## src/rtl/wb_register_file_pkg.sv

```systemverilog
// -----------------------------------------------------------------------------
// wb_register_file_pkg
//
// Shared constants for the writeback stage / register file slice.
//   DEFAULT_WB_IO_BUS_SIZE : datapath width of the writeback buses
//   DEFAULT_REG_ADDR_SIZE  : register address width (2**N registers)
//   DEFAULT_WR_COUNT_SIZE  : width of the committed-write counter
//   REG_ZERO               : hard-wired zero register address
//   LOW / HIGH / CLEAR     : single-bit constants used by the control logic
//
// Helper:
//   is_reg_zero(addr, width) : true when the low 'width' bits of addr are zero
// -----------------------------------------------------------------------------
package wb_register_file_pkg;

   localparam int DEFAULT_WB_IO_BUS_SIZE = 32;
   localparam int DEFAULT_REG_ADDR_SIZE  = 5;
   localparam int DEFAULT_WR_COUNT_SIZE  = 32;

   localparam int REG_ZERO = 0;

   localparam logic LOW   = 1'b0;
   localparam logic HIGH  = 1'b1;
   localparam logic CLEAR = 1'b0;

   // Address comparison against the zero register that works for any
   // address width up to 32 bits.
   function automatic logic is_reg_zero(input logic [31:0] addr,
                                        input int          width);
      logic [31:0] mask;
      mask = (width >= 32) ? 32'hFFFF_FFFF : ((32'd1 << width) - 32'd1);
      return ((addr & mask) == 32'(REG_ZERO));
   endfunction

endpackage

```

## src/rtl/wb_register_file_wb_mux.sv

```systemverilog
// -----------------------------------------------------------------------------
// wb_register_file_wb_mux
//
// 2:1 writeback value selector. Purely combinational; the selected value is
// both the data committed to the register file and the forwarding source.
//
// Ports:
//   i_mem_to_reg  in  1         1 = load data, 0 = ALU result
//   i_mem_result  in  BUS_SIZE  load data from MEM/WB
//   i_alu_result  in  BUS_SIZE  ALU result from MEM/WB
//   o_wb_data     out BUS_SIZE  selected writeback value
// -----------------------------------------------------------------------------
module wb_register_file_wb_mux
   import wb_register_file_pkg::*;
#(
   parameter int BUS_SIZE = DEFAULT_WB_IO_BUS_SIZE
) (
   input  logic                i_mem_to_reg,
   input  logic [BUS_SIZE-1:0] i_mem_result,
   input  logic [BUS_SIZE-1:0] i_alu_result,
   output logic [BUS_SIZE-1:0] o_wb_data
);

   always_comb begin
      o_wb_data = i_alu_result;
      if (i_mem_to_reg == HIGH) begin
         o_wb_data = i_mem_result;
      end
   end

endmodule

```

## src/rtl/wb_register_file.sv

```systemverilog
// -----------------------------------------------------------------------------
// wb_register_file
//
// Writeback stage plus architectural register file. Chooses the writeback
// value (load data or ALU result), commits it to the general-purpose register
// array, serves two ID-stage read ports and one debug read port, and tracks
// halt retirement and the number of committed register writes.
//
// Optional build macro:
//   REGFILE_BYPASS_EN - when defined, read ports A/B return the value being
//                       committed this cycle if they address the destination
//                       register (write-through). The debug port never
//                       bypasses. When undefined, ports return the array
//                       contents as they were before the edge.
//
// Ports:
//   i_clk         in  1              rising-edge clock
//   i_reset       in  1              synchronous, active-high reset
//   i_enable      in  1              pipeline step enable (low freezes state)
//   i_wb          in  1              register write request
//   i_mem_to_reg  in  1              writeback source select
//   i_halt        in  1              halt instruction retiring this cycle
//   i_mem_result  in  BUS_SIZE       load data
//   i_alu_result  in  BUS_SIZE       ALU result
//   i_addr_wr     in  REG_ADDR_SIZE  destination register
//   i_addr_rs     in  REG_ADDR_SIZE  read port A address
//   i_addr_rt     in  REG_ADDR_SIZE  read port B address
//   i_dbg_addr    in  REG_ADDR_SIZE  debug read address
//   o_bus_a       out BUS_SIZE       register[i_addr_rs]
//   o_bus_b       out BUS_SIZE       register[i_addr_rt]
//   o_dbg_data    out BUS_SIZE       register[i_dbg_addr]
//   o_wb_data     out BUS_SIZE       selected writeback value (combinational)
//   o_halted      out 1              sticky halt-retired flag
//   o_wr_count    out COUNT_SIZE     committed register write count (wraps)
// -----------------------------------------------------------------------------
module wb_register_file
   import wb_register_file_pkg::*;
#(
   parameter int BUS_SIZE      = DEFAULT_WB_IO_BUS_SIZE,
   parameter int REG_ADDR_SIZE = DEFAULT_REG_ADDR_SIZE,
   parameter int COUNT_SIZE    = DEFAULT_WR_COUNT_SIZE
) (
   input  logic                     i_clk,
   input  logic                     i_reset,
   input  logic                     i_enable,
   input  logic                     i_wb,
   input  logic                     i_mem_to_reg,
   input  logic                     i_halt,
   input  logic [BUS_SIZE-1:0]      i_mem_result,
   input  logic [BUS_SIZE-1:0]      i_alu_result,
   input  logic [REG_ADDR_SIZE-1:0] i_addr_wr,
   input  logic [REG_ADDR_SIZE-1:0] i_addr_rs,
   input  logic [REG_ADDR_SIZE-1:0] i_addr_rt,
   input  logic [REG_ADDR_SIZE-1:0] i_dbg_addr,
   output logic [BUS_SIZE-1:0]      o_bus_a,
   output logic [BUS_SIZE-1:0]      o_bus_b,
   output logic [BUS_SIZE-1:0]      o_dbg_data,
   output logic [BUS_SIZE-1:0]      o_wb_data,
   output logic                     o_halted,
   output logic [COUNT_SIZE-1:0]    o_wr_count
);

   localparam int NUM_REGS = 2 ** REG_ADDR_SIZE;
   localparam logic [REG_ADDR_SIZE-1:0] ADDR_ZERO = REG_ADDR_SIZE'(REG_ZERO);
   localparam logic [COUNT_SIZE-1:0]    COUNT_ONE = COUNT_SIZE'(1);

   logic [BUS_SIZE-1:0]   regs [NUM_REGS];
   logic [BUS_SIZE-1:0]   wb_data;
   logic                  halted;
   logic [COUNT_SIZE-1:0] wr_count;
   logic                  commit;
   logic                  halt_capture;

   // Writeback source selection
   wb_register_file_wb_mux #(
      .BUS_SIZE (BUS_SIZE)
   ) u_wb_mux (
      .i_mem_to_reg (i_mem_to_reg),
      .i_mem_result (i_mem_result),
      .i_alu_result (i_alu_result),
      .o_wb_data    (wb_data)
   );

   assign o_wb_data = wb_data;

   // The halted flag used here is the pre-edge value, so a write retiring
   // alongside the halt instruction still commits.
   assign commit       = i_enable & i_wb & ~halted & (i_addr_wr != ADDR_ZERO);
   assign halt_capture = i_enable & i_halt & ~halted;

   // Storage, halt flag and commit counter. Entry 0 is cleared on reset but
   // never written afterwards; reads of address 0 are forced to zero anyway.
   always_ff @(posedge i_clk) begin
      if (i_reset) begin
         for (int i = 0; i < NUM_REGS; i++) begin
            regs[i] <= '0;
         end
         halted   <= CLEAR;
         wr_count <= '0;
      end else begin
         if (commit) begin
            regs[i_addr_wr] <= wb_data;
            wr_count        <= wr_count + COUNT_ONE;
         end
         if (halt_capture) begin
            halted <= HIGH;
         end
      end
   end

   assign o_halted   = halted;
   assign o_wr_count = wr_count;

   // Read ports
   always_comb begin
      o_bus_a    = '0;
      o_bus_b    = '0;
      o_dbg_data = '0;

      if (i_addr_rs != ADDR_ZERO) begin
         o_bus_a = regs[i_addr_rs];
      end
      if (i_addr_rt != ADDR_ZERO) begin
         o_bus_b = regs[i_addr_rt];
      end
      if (i_dbg_addr != ADDR_ZERO) begin
         o_dbg_data = regs[i_dbg_addr];
      end

`ifdef REGFILE_BYPASS_EN
      // Write-through: commit already excludes address 0, so a match here
      // implies a nonzero read address.
      if (commit && (i_addr_rs == i_addr_wr)) begin
         o_bus_a = wb_data;
      end
      if (commit && (i_addr_rt == i_addr_wr)) begin
         o_bus_b = wb_data;
      end
`endif
   end

endmodule

```

## config.mk

```make
export PLATFORM = sky130hd
export DESIGN_NAME = wb_register_file
export DESIGN_NICKNAME = d
export VERILOG_FILES = /design/src/rtl/wb_register_file_pkg.sv /design/src/rtl/wb_register_file_wb_mux.sv /design/src/rtl/wb_register_file.sv
export SDC_FILE = /design/constraint.sdc
export NUM_CORES = 2
export LEC_CHECK = 0
export ABC_AREA = 1
export ABC_CLOCK_PERIOD_IN_PS = 4900
export BUFFER_PORTS_ARGS = -buffer_cell sky130_fd_sc_hd__buf_2
export CAP_MARGIN = 20
export CORE_ASPECT_RATIO = 0.7
export CORE_MARGIN = 5
export CORE_UTILIZATION = 30
export DETAILED_ROUTE_END_ITERATION = 16
export PLACE_DENSITY = 0.41
export REMOVE_ABC_BUFFERS = 1
export SYNTH_ARGS = -nofsm -noshare
export SYNTH_HDL_FRONTEND = slang
export SYNTH_SLANG_ARGS = --single-unit
export TNS_END_PERCENT = 30
```

## constraint.sdc

```tcl
create_clock -name i_clk -period 4.9 [get_ports i_clk]
set_input_delay 0.49 -clock i_clk [delete_from_list [all_inputs] [get_ports i_clk]]
set_output_delay 0.49 -clock i_clk [all_outputs]
set_load 0.05 [all_outputs]
```

==> results.py <==
metrics = {
    "status": {
        "status": "finished clean",
    },
    "timing": {
        "grt_setup_unrepaired": "false",
        "fin_crit_sh_pct": 85.68,
        "finalClockSkew_ns": 0.03687,
        "tightestPinTransition_ns": 1.220,
        "hold_violations": 0,
        "maxSlewHeadroom_pct": 18.66,
        "final.min_clock_period_ns": 4.198,
        "fin_ws_ns": 0.7018,
        "fmax_mhz": 238.2,
        "drv_slew": 0,
        "finalSetupViolCount": 0,
    },
    "floorplanning": {
        "num_rows": 147,
        "die_w_um": 582.6,
        "die-height_um": 410.8,
        "initial_core_util_pct": 30.09,
        "die_area_um2": 239300,
        "coreArea_um2": 228800,
        "io_pins": 251,
    },
    "yosys": {
        "synth_common_cells": "nand2_1 (3,902), nand3_1 (2,153), nor2_1 (1,339)",
        "yosysMostFrequentCell": "nand2_1",
        "synth_area_leaders": "edfxtp_1 (45%), nand2_1 (21%), nand3_1 (16%), nor2_1 (7.3%), clkbuf_1 (3.2%)",
        "netlist_area_um2": 68840,
        "async_flop_share_pct": 0,
        "ys.warnings.count": 0,
        "yosys.area.top_type": "edfxtp_1",
        "syn_inst": 9950,
        "synth_edf_count": 1024,
        "avgSynthCellArea_um2": 6.919,
        "synth_top_area_share_pct": 44.67,
        "ys_ff_latch": 1057,
        "ys_dominant_reg_cell": "edfxtp_1",
        "synth_cell_types": 31,
        "ys_seq_area_share_pct": 45.63,
    },
    "worst_setup_path": {
        "ff2ff_setup_slack_ns": 1.61,
        "worst_setup_path_start_kind": "primary input",
        "critical_path_class": "in -> out",
        "reg2reg_to": "regs[29][0]",
        "reg2regPathDepth": 7,
        "path_max_fanout": 91,
        "critPathArrivalTime_ns": 3.71,
        "required_ns": 4.41,
        "r2r_start": "o_halted",
        "endpoint_kind": "primary output",
    },
    "global_route": {
        "antenna_found_initial": 23,
        "grt_overflow": 0,
        "grt_max_degree": 145,
        "grt_pass1_vias": 68660,
        "track_usage_pct": 32.90,
        "grt_pass1_wl_um": 562300,
    },
    "layout": {
        "fin_cells": 12960,
        "drive_gt1_share_pct": 8.702,
        "multi_input_area_um2": 33630,
        "nets": 9906,
        "fin_area_um2": 78710,
        "area_growth_pct": 14.33,
        "regArea_um2": 31410,
        "fill_cells": 24070,
    },
    "worst_hold_path": {
        "min_to": "regs[4][24]",
        "hold_start": "i_alu_result[24]",
        "holdPathStages": 3,
        "hold_path.class": "in -> reg",
    },
    "detailed_routing": {
        "num_vias": 75470,
        "drt_iter0_drc": 12880,
        "wl_um": 410000,
        "route.detailed.drc": 0,
        "drt.antenna.violating_nets": 0,
        "via_per_inst": 5.822,
        "wl_per_cell_um": 31.63,
        "first_pass_iters": 8,
    },
    "clock_tree": {
        "clock_latency_ns": 0.84,
        "cts_buffers": 139,
        "htree_levels": 4,
        "postCtsHoldBufs": 2,
        "cts_root_buf": "clkbuf_16",
        "cts_tree": "done",
        "clock-sinks": 1057,
        "cts_resized": 0,
        "post_cts_buffers": 0,
        "cts_buffer_depth": 4,
        "cts.reportedPaths.clkPinSlew_ns": 0.07,
    },
    "placement": {
        "place_congestion": 0.8904,
        "port_buffers": 250,
        "placed_cell_area_um2": 74340,
        "hpwl_um": 234600,
        "dp_cells": 12730,
        "place_ws_ns": 0.9261,
    },
    "power": {
        "seqPwrFrac_pct": 40.5,
        "clkPwrFrac_pct": 40.3,
        "vdd_drop_max_uv": 271.1,
        "swShare_pct": 33.00,
        "p_sw_mw": 8.497,
        "power.density_nw_per_um2": 327.2,
        "share_comb_of_total_power_pct": 19.2,
        "p_leak_nw": 33.48,
        "power_mw": 25.75,
        "internal_power_mw": 17.25,
    },
    "run": {
        "maxCapViolations": 0,
    },
}
==> sequential cells by signal, indices dropped and copies added (netlist names) <==
register and flops:
regs 1024, o_halted 1, o_wr_count 32
==> cell type report <==
| cell class | count | share of cell area, % |
|---|---|---|
| diodes | 3 | 0.009538 |
| inverters | 178 | 0.9427 |
| clock inverters | 69 | 0.8076 |
| well taps | 3054 | 4.855 |
| repair buffers | 564 | 6.081 |
| flip-flops and latches | 1057 | 39.91 |
| multi-input cells | 7875 | 42.73 |
| clock buffers | 163 | 4.669 |
==> stage by stage <==
| step | TNS [ns] | util (%) | hold WS (ns) |
|---|---|---|---|
| 2_1_floorplan | -435.02 | - | 0.5591 |
| 3_3_place_gp | 0 | 32.47 | 0.4996 |
| 3_5_place_dp | 0 | 32.49 | 0.4955 |
| 4_1_cts | 0 | 34.38 | 0.05823 |
| 5_1_grt | 0 | 34.40 | 0.09263 |
| 6_report | 0 | 34.40 | 0.09681 |
==> worst max-delay path, stage by stage <==
cell and delay (ns):
buf_8 0.18, inv_8 0.71, buf_4 0.35, nand2_1 0.07, nand3_1 0.07, nand3_1 0.09
nand2_1 0.11, nand2_1 0.06, nand3_1 0.12, nand2_1 0.08, nor2_1 0.73, buf_2 0.41
==> cells by family (layout without fill, tap and decap cells) <==
kind of cell / count (synthesis) / in the layout / share of synthesized area [%]
xor gates and xnor gates: 5 / 5 / 0.06362
other: 1 / 35 / 0.005447
DFF: 1057 / 1057 / 45.63
buffers and inverters: 1049 / 974 / 6.496
AOI/OAI and AO/OA: 409 / 409 / 3.230
adders and majority gates: 1 / 1 / 0.01817
and+or+nand+nor: 7428 / 7428 / 44.56
==> worst max path at each step <==
| stage | end | depth (start not counted) | slack, ns | from |
|---|---|---|---|---|
| 6_report | o_bus_a[17] | 12 | 0.70 | i_addr_rs[0] |
| 5_1_grt | o_bus_a[24] | 12 | 0.73 | i_addr_rs[0] |
| 4_1_cts | o_bus_a[11] | 12 | 0.92 | i_addr_rs[0] |
| 3_5_place_dp | o_bus_a[11] | 12 | 0.93 | i_addr_rs[0] |
| 3_3_place_gp | o_bus_a[17] | 12 | 0.92 | i_addr_rs[0] |
| 2_1_floorplan | o_bus_a[0] | 4 | -8.39 | i_addr_rs[0] |
==> routing by layer <==
layer  vias up  share of wire [%]  track usage, %
met2      5881                 40           46.17
met4         4                4.4           12.76
met5         -             0.0059               0
met1     36210                 42           47.18
met3       930                 13           9.702
li1      32440                  -               -
==> power by group through the flow <==
stage / clock, mW / combinational, mW / sequential, mW
global route: 10.8 / 5.15 / 10.5
floorplan: 0 / 2.44 / 10.5
CTS: 10.5 / 4.81 / 10.4
detailed placement: 0 / 4.80 / 10.6
global placement: 0 / 4.81 / 10.6
finish: 10.4 / 4.94 / 10.4
==> cell usage in the layout (no fill, tap or decap), types with 12 or more instances in the layout <==
cell type	n
nand2_1	3841
nand3_1	2150
nor2_1	1339
edfxtp_1	1024
buf_4	239
buf_2	230
a21oi_1	187
inv_1	163
clkbuf_16	144
o21ai_0	119
buf_12	83
o211ai_1	68
nand2_4	37
dfxtp_1	33
conb_1	32
clkinv_1	31
o21ai_2	25
nand2_2	25
clkinv_2	22
clkbuf_1	19
nor3_1	15
bufinv_16	12
Power figures use the tool's default switching activity.
